<file path="src/rtl/serdes_pkg.sv">
// Shared SERDES definitions: comma patterns, aligner state encoding,
// default lock/loss thresholds and small window helpers.
// Latency: none (types/functions only). Backpressure: n/a.
package serdes_pkg;

  // Default thresholds for the comma aligner.
  localparam int LOCK_COUNT_DEF = 3;
  localparam int LOSS_COUNT_DEF = 2;

  // 7-bit comma prefixes (bits [9:3] of a code group, bit 9 = bit a).
  localparam logic [6:0] COMMA_POS = 7'b0011111;
  localparam logic [6:0] COMMA_NEG = 7'b1100000;

  typedef enum logic [1:0] {
    ST_UNLOCKED  = 2'd0,
    ST_CANDIDATE = 2'd1,
    ST_LOCKED    = 2'd2
  } align_state_e;

  function automatic logic is_comma(input logic [9:0] cg);
    return (cg[9:3] == COMMA_POS) || (cg[9:3] == COMMA_NEG);
  endfunction

  // Candidate at offset k of a 20-bit window is window[19-k : 10-k].
  function automatic logic [9:0] window_slice(input logic [19:0] win,
                                              input logic [3:0]  k);
    logic [19:0] sh;
    sh = win << k;
    return sh[19:10];
  endfunction

endpackage

</file>
<file path="src/rtl/comma_aligner_if.sv">
// Word bus between deserializer, comma aligner and 8b/10b decoder.
// Ports: RxUnaligned_10 (raw word in), RxParallel_10 / RxCommaDet / RxAligned (out).
// Latency: n/a (wires only). Backpressure: none, one word every clock.
interface comma_aligner_if;
  logic [9:0] RxUnaligned_10;
  logic [9:0] RxParallel_10;
  logic       RxCommaDet;
  logic       RxAligned;

  // master: the side feeding raw words and consuming aligned output
  modport master (
    output RxUnaligned_10,
    input  RxParallel_10,
    input  RxCommaDet,
    input  RxAligned
  );

  // slave: the aligner itself
  modport slave (
    input  RxUnaligned_10,
    output RxParallel_10,
    output RxCommaDet,
    output RxAligned
  );
endinterface

</file>
<file path="src/rtl/comma_search.sv">
// Combinational comma search over all ten bit offsets of a 20-bit window.
// Ports: window_i, active_off_i in; found_o, found_off_o (lowest k), active_hit_o out.
// Latency: 0 cycles (pure combinational). Backpressure: none.
module comma_search
  import serdes_pkg::*;
(
  input  logic [19:0] window_i,
  input  logic [3:0]  active_off_i,
  output logic        found_o,
  output logic [3:0]  found_off_o,
  output logic        active_hit_o
);

  always_comb begin
    found_o     = 1'b0;
    found_off_o = 4'd0;
    // Scan from the highest offset down so the lowest matching k wins.
    for (int k = 9; k >= 0; k--) begin
      if (is_comma(window_slice(window_i, 4'(k)))) begin
        found_o     = 1'b1;
        found_off_o = 4'(k);
      end
    end
    active_hit_o = is_comma(window_slice(window_i, active_off_i));
  end

endmodule

</file>
<file path="src/rtl/comma_aligner.sv">
// 10-bit comma aligner: finds the comma bit offset, locks after LOCK_COUNT hits, realigns words.
// Ports: BitCLK_10 (word clock), Reset (sync active-low), bus (comma_aligner_if.slave).
// Latency: 2 edges from first bit of a code group to RxParallel_10. Backpressure: none.
module comma_aligner
  import serdes_pkg::*;
#(
  parameter int LOCK_COUNT = LOCK_COUNT_DEF,
  parameter int LOSS_COUNT = LOSS_COUNT_DEF
) (
  input  logic            BitCLK_10,
  input  logic            Reset,
  comma_aligner_if.slave  bus
);

  localparam int CNT_W  = (LOCK_COUNT < 2) ? 1 : $clog2(LOCK_COUNT + 1);
  localparam int MISS_W = (LOSS_COUNT < 2) ? 1 : $clog2(LOSS_COUNT + 1);

  align_state_e      state_q, state_d;
  logic [3:0]        offset_q, offset_d;
  logic [CNT_W-1:0]  cnt_q, cnt_d;
  logic [MISS_W-1:0] miss_q, miss_d;
  logic [9:0]        prev_q;
  logic [9:0]        par_q, par_d;
  logic              det_q, det_d;
  logic              aligned_q, aligned_d;

  logic [19:0] window;
  logic        found;
  logic [3:0]  found_off;
  logic        active_hit;
  logic [3:0]  sel_off;

  // Oldest bit is window[19]: previous word then current word.
  assign window = {prev_q, bus.RxUnaligned_10};

  comma_search u_search (
    .window_i     (window),
    .active_off_i (offset_q),
    .found_o      (found),
    .found_off_o  (found_off),
    .active_hit_o (active_hit)
  );

  // The active offset wins over any other offset matching in the same window.
  assign sel_off = active_hit ? offset_q : found_off;

  always_comb begin
    state_d  = state_q;
    offset_d = offset_q;
    cnt_d    = cnt_q;
    miss_d   = miss_q;

    unique case (state_q)
      ST_UNLOCKED: begin
        if (found) begin
          offset_d = sel_off;
          cnt_d    = CNT_W'(1);
          if (LOCK_COUNT <= 1) begin
            state_d = ST_LOCKED;
            miss_d  = '0;
          end else begin
            state_d = ST_CANDIDATE;
          end
        end
      end

      ST_CANDIDATE: begin
        if (active_hit) begin
          if (int'(cnt_q) + 1 >= LOCK_COUNT) begin
            cnt_d   = CNT_W'(LOCK_COUNT);
            state_d = ST_LOCKED;
            // Start each lock period with a clean miss history.
            miss_d  = '0;
          end else begin
            cnt_d = cnt_q + CNT_W'(1);
          end
        end else if (found) begin
          offset_d = found_off;
          cnt_d    = CNT_W'(1);
        end
      end

      ST_LOCKED: begin
        if (active_hit) begin
          miss_d = '0;
        end else if (found) begin
          if (int'(miss_q) + 1 >= LOSS_COUNT) begin
            // Offset is deliberately kept; the next comma re-seeds it.
            miss_d  = MISS_W'(LOSS_COUNT);
            state_d = ST_UNLOCKED;
          end else begin
            miss_d = miss_q + MISS_W'(1);
          end
        end
      end

      default: state_d = ST_UNLOCKED;
    endcase

    // Output uses the offset chosen on this very edge, so realignment is immediate.
    par_d     = window_slice(window, offset_d);
    det_d     = is_comma(par_d);
    aligned_d = (state_d == ST_LOCKED);
  end

  always_ff @(posedge BitCLK_10) begin
    if (!Reset) begin
      state_q   <= ST_UNLOCKED;
      offset_q  <= 4'd0;
      cnt_q     <= '0;
      miss_q    <= '0;
      prev_q    <= 10'd0;
      par_q     <= 10'd0;
      det_q     <= 1'b0;
      aligned_q <= 1'b0;
    end else begin
      state_q   <= state_d;
      offset_q  <= offset_d;
      cnt_q     <= cnt_d;
      miss_q    <= miss_d;
      prev_q    <= bus.RxUnaligned_10;
      par_q     <= par_d;
      det_q     <= det_d;
      aligned_q <= aligned_d;
    end
  end

  assign bus.RxParallel_10 = par_q;
  assign bus.RxCommaDet    = det_q;
  assign bus.RxAligned     = aligned_q;

endmodule

</file>
<file path="src/flat_wrapper.sv">
// flat-port wrapper written by rule: the top's interface ports become plain ports
module comma_aligner_flat import serdes_pkg::*;
#(
  parameter int LOCK_COUNT = LOCK_COUNT_DEF,
  parameter int LOSS_COUNT = LOSS_COUNT_DEF
)
  (BitCLK_10, Reset, bus_RxUnaligned_10, bus_RxParallel_10, bus_RxCommaDet, bus_RxAligned);
  comma_aligner_if bus_i ();
  input  logic BitCLK_10;
  input  logic Reset;
  input wire logic [$bits(bus_i.RxUnaligned_10)-1:0] bus_RxUnaligned_10;
  output wire logic [$bits(bus_i.RxParallel_10)-1:0] bus_RxParallel_10;
  output wire logic [$bits(bus_i.RxCommaDet)-1:0] bus_RxCommaDet;
  output wire logic [$bits(bus_i.RxAligned)-1:0] bus_RxAligned;
  assign bus_i.RxUnaligned_10 = bus_RxUnaligned_10;
  assign bus_RxParallel_10 = bus_i.RxParallel_10;
  assign bus_RxCommaDet = bus_i.RxCommaDet;
  assign bus_RxAligned = bus_i.RxAligned;
  comma_aligner #(.LOCK_COUNT(LOCK_COUNT), .LOSS_COUNT(LOSS_COUNT)) u_core (.BitCLK_10(BitCLK_10), .Reset(Reset), .bus(bus_i));
endmodule
</file>
<file path="config.mk">
export PLATFORM = sky130hd
export DESIGN_NAME = comma_aligner_flat
export DESIGN_NICKNAME = d
export VERILOG_FILES = /design/src/rtl/serdes_pkg.sv /design/src/rtl/comma_aligner_if.sv /design/src/rtl/comma_search.sv /design/src/rtl/comma_aligner.sv /design/src/flat_wrapper.sv
export SDC_FILE = /design/constraint.sdc
export NUM_CORES = 1
export LEC_CHECK = 0
export BUFFER_PORTS_ARGS = -buffer_cell sky130_fd_sc_hd__buf_2
export CAP_MARGIN = 15
export CORE_ASPECT_RATIO = 1.75
export CORE_MARGIN = 2
export CORE_UTILIZATION = 45
export CTS_CLUSTER_SIZE = 14
export DETAILED_ROUTE_END_ITERATION = 8
export GPL_ROUTABILITY_DRIVEN = 0
export HOLD_SLACK_MARGIN = 0.15
export PLACE_DENSITY = 0.59
export REMOVE_ABC_BUFFERS = 1
export SYNTH_ARGS = -nofsm -noshare
export SYNTH_HDL_FRONTEND = slang
export SYNTH_SLANG_ARGS = --single-unit
</file>
<file path="constraint.sdc">
create_clock -name BitCLK_10 -period 6 [get_ports BitCLK_10]
set_input_delay 0.3 -clock BitCLK_10 [delete_from_list [all_inputs] [get_ports BitCLK_10]]
set_output_delay 0.3 -clock BitCLK_10 [all_outputs]
set_load 0.005 [all_outputs]
</file>
==> results.yml <==
status:
  status: "complete, no violations"
layout:
  multi_input_area_um2: 2390
  insertedDiodeCount: 0
  area_growth_pct: 6.66
  ff_latch_area_um2: 641
  drive_gt1_frac: 0.184
  fin_nets: 412
  fillers: 710
die:
  rows: 41
  fp.dieW_um: 68.4
  ios: 24
  die_area_um2: 7980
  start_util: 0.458
  fp.coreArea_um2: 7130
  die_h_um: 117
global_routing:
  grtUsageTotal: 0.275
  grt_pass1_vias: 3094
  gr-total-overflow: 0
  antenna_found_initial: 0
  grt_pass1_wl_um: 16100
  grt_start_max_net_pins: 24
synthesis:
  synth-async-reset-ratio: 0
  syn_avg_cell_area_um2: 8.25
  synth-edff-count: 0
  yosysUniqueCellTypes: 72
  synth_area_leaders: "dfxtp_1, mux2i_1, mux4_2, and2_1, nor2_1"
  synth.ff_latch_count: 32
  ys_warn_count: 0
  yosysTopAreaCell: "dfxtp_1"
  ys.flop_type: "dfxtp_1"
  syn_area_um2: 3270
  yosysSeqAreaShare: 0.196
  syn_inst: 396
  synth_top_cell_area_share: 0.196
route:
  wire_per_inst_um: 20.9
  postRouteAntennaNets: 0
  drcViolationCount: 0
  dr.first_iter.drc_count: 198
  wl_um: 10100
  vias: 3144
  first_pass_iters: 4
  routed_via_density: 6.52
timing:
  max_slew_margin: 0.481
  max_freq_ghz: 0.209
  finalCritPeriodShare: 0.799
  tns_ns: 0
  rsz0062_at_grt: "no"
  worstMarginPinSlew_ns: 0.778
  period_needed_ns: 4.79
  drv_slew: 0
  setup_viol: 0
  finalHoldViolations: 0
  final.setup_skew_ns: 0.00325
worst_setup_path:
  endpoint_kind: "register"
  worstSetupPathType: "reg2reg"
  required_ns: 6.19
  cp.arrival_ns: 4.98
  setup.worst_path.start_class: "register"
  crit_fanout: 20
cts:
  cts_sinks: 32
  cts_buffers: 5
  cts_tree: "done"
  insertion_delay_ns: 0.28
  cts_root_buf: "clkbuf_16"
  clockBufferDepth: 2
  post_cts_buffers: 0
  clk_pin_slew_ns: 0.05
  ctsHoldBuffers: 0
  cts_resized: 0
  htree_levels: 2
run:
  max-cap-violations: 0
hold_path:
  hold_path_class: "in2reg"
power:
  peakVddDrop_mv: 0.170
  power.total_mw: 0.781
  p_leak_nw: 1.30
  p_per_area_nw_per_um2: 224
placed_design:
  port-buffer-count: 23
  hpwl_um: 7510
==> layout by cell type (no fill, tap or decap), drive strengths merged, types with 6 or more instances in the layout <==
master	netlist	final
o31ai	6	6
buf	19	28
nand4	6	6
nand2	32	32
nand3	16	16
o21ai	20	20
nor3	11	11
clkbuf	16	7
inv	11	11
nor2	35	35
a22oi	6	6
dfxtp	32	32
a21oi	12	12
mux2	9	9
and2	20	20
mux2i	33	33
a211oi	6	6
or3	6	6
mux4	13	13
==> cells in the mapped netlist, types with 9 or more instances <==
master / instances
a21oi_1: 12
and2_1: 20
buf_2: 12
clkbuf_1: 16
dfxtp_1: 32
inv_1: 11
mux2i_1: 33
mux4_2: 13
nand2_1: 31
nand3_1: 16
nor2_1: 33
nor3_1: 9
o21ai_0: 19
==> logic make-up (layout without fill, tap and decap cells) <==
family,after synthesis,in the layout,share of synthesized area
compound gates,98,98,0.228
flops,32,32,0.196
simple gates,161,161,0.265
fa+ha+maj,4,4,0.0153
mux,55,55,0.223
buf+inv,46,46,0.0724
==> layer usage <==
layer / part of all wire / up-vias / track usage
met5: 0 / - / 0
met4: 0.052 / 0 / 0.168
met3: 0.046 / 35 / 0.0337
met2: 0.53 / 112 / 0.487
met1: 0.37 / 1494 / 0.299
li1: - / 1503 / -
==> critical path, stage by stage, from the launching register on <==
cell       delay, ns
dfxtp_1         0.82
mux2_2          0.41
a22oi_1         0.33
a21boi_0        0.34
nand3_1         0.23
a221o_1         0.44
a41oi_2         0.27
or2_1           0.50
nor2_1          0.18
a211o_1         0.32
a221o_1         0.32
a2111oi_1       0.31
nand4b_1        0.15
o31ai_1         0.08
==> through the flow <==
| stage | std cells | hold WS, ns | util | instance area, um2 | setup slack (ns) |
|---|---|---|---|---|---|
| 4_1_cts | 481 | 0.323 | 0.488 | 3480 | 1.07 |
| 6_report | 482 | 0.326 | 0.489 | 3480 | 1.21 |
| 5_1_grt | 482 | 0.354 | 0.489 | 3480 | 0.807 |
| 3_3_place_gp | 474 | 0.463 | 0.466 | 3320 | 1.26 |
| 3_5_place_dp | 474 | 0.470 | 0.466 | 3320 | 1.09 |
| 2_1_floorplan | 361 | 0.422 | - | 3070 | 1.44 |
==> power by group <==
group          total (mW)  switching, mW  leakage (nW)  internal, mW
logic               0.263          0.150         0.962         0.113
registers           0.252         0.0230         0.263         0.229
clock network       0.266         0.0924        0.0760         0.174
total               0.781          0.265          1.30         0.516
==> flip-flops by register name, summed over array words and instances, names as in the netlist <==
register,flops
u_core.offset_q,4
u_core.state_q,2
u_core.cnt_q,2
u_core.bus.RxAligned,1
u_core.bus.RxParallel_10,10
u_core.bus.RxCommaDet,1
u_core.prev_q,10
u_core.miss_q,2
==> path summary, 6_finish.rpt <==
kind / cells past startpoint / to / slack (ns) / start
setup / recovery: 13 / u_core.bus.RxCommaDet / 1.21 / u_core.offset_q[3]
hold / removal: 2 / u_core.prev_q[0] / 0.33 / bus_RxUnaligned_10[0]
setup reg to reg: 13 / u_core.bus.RxCommaDet / 1.21 / u_core.offset_q[3]
hold reg to reg: 2 / u_core.miss_q[1] / 0.48 / u_core.miss_q[1]
==> cell type report <==
| cell class | count | area share |
|---|---|---|
| flip-flops and latches | 32 | 0.184 |
| multi-input cells | 318 | 0.686 |
| repair buffers | 28 | 0.0438 |
| inverters | 11 | 0.0118 |
| clock buffers | 7 | 0.0438 |
| well taps | 86 | 0.0309 |
Power figures use the tool's default switching activity.
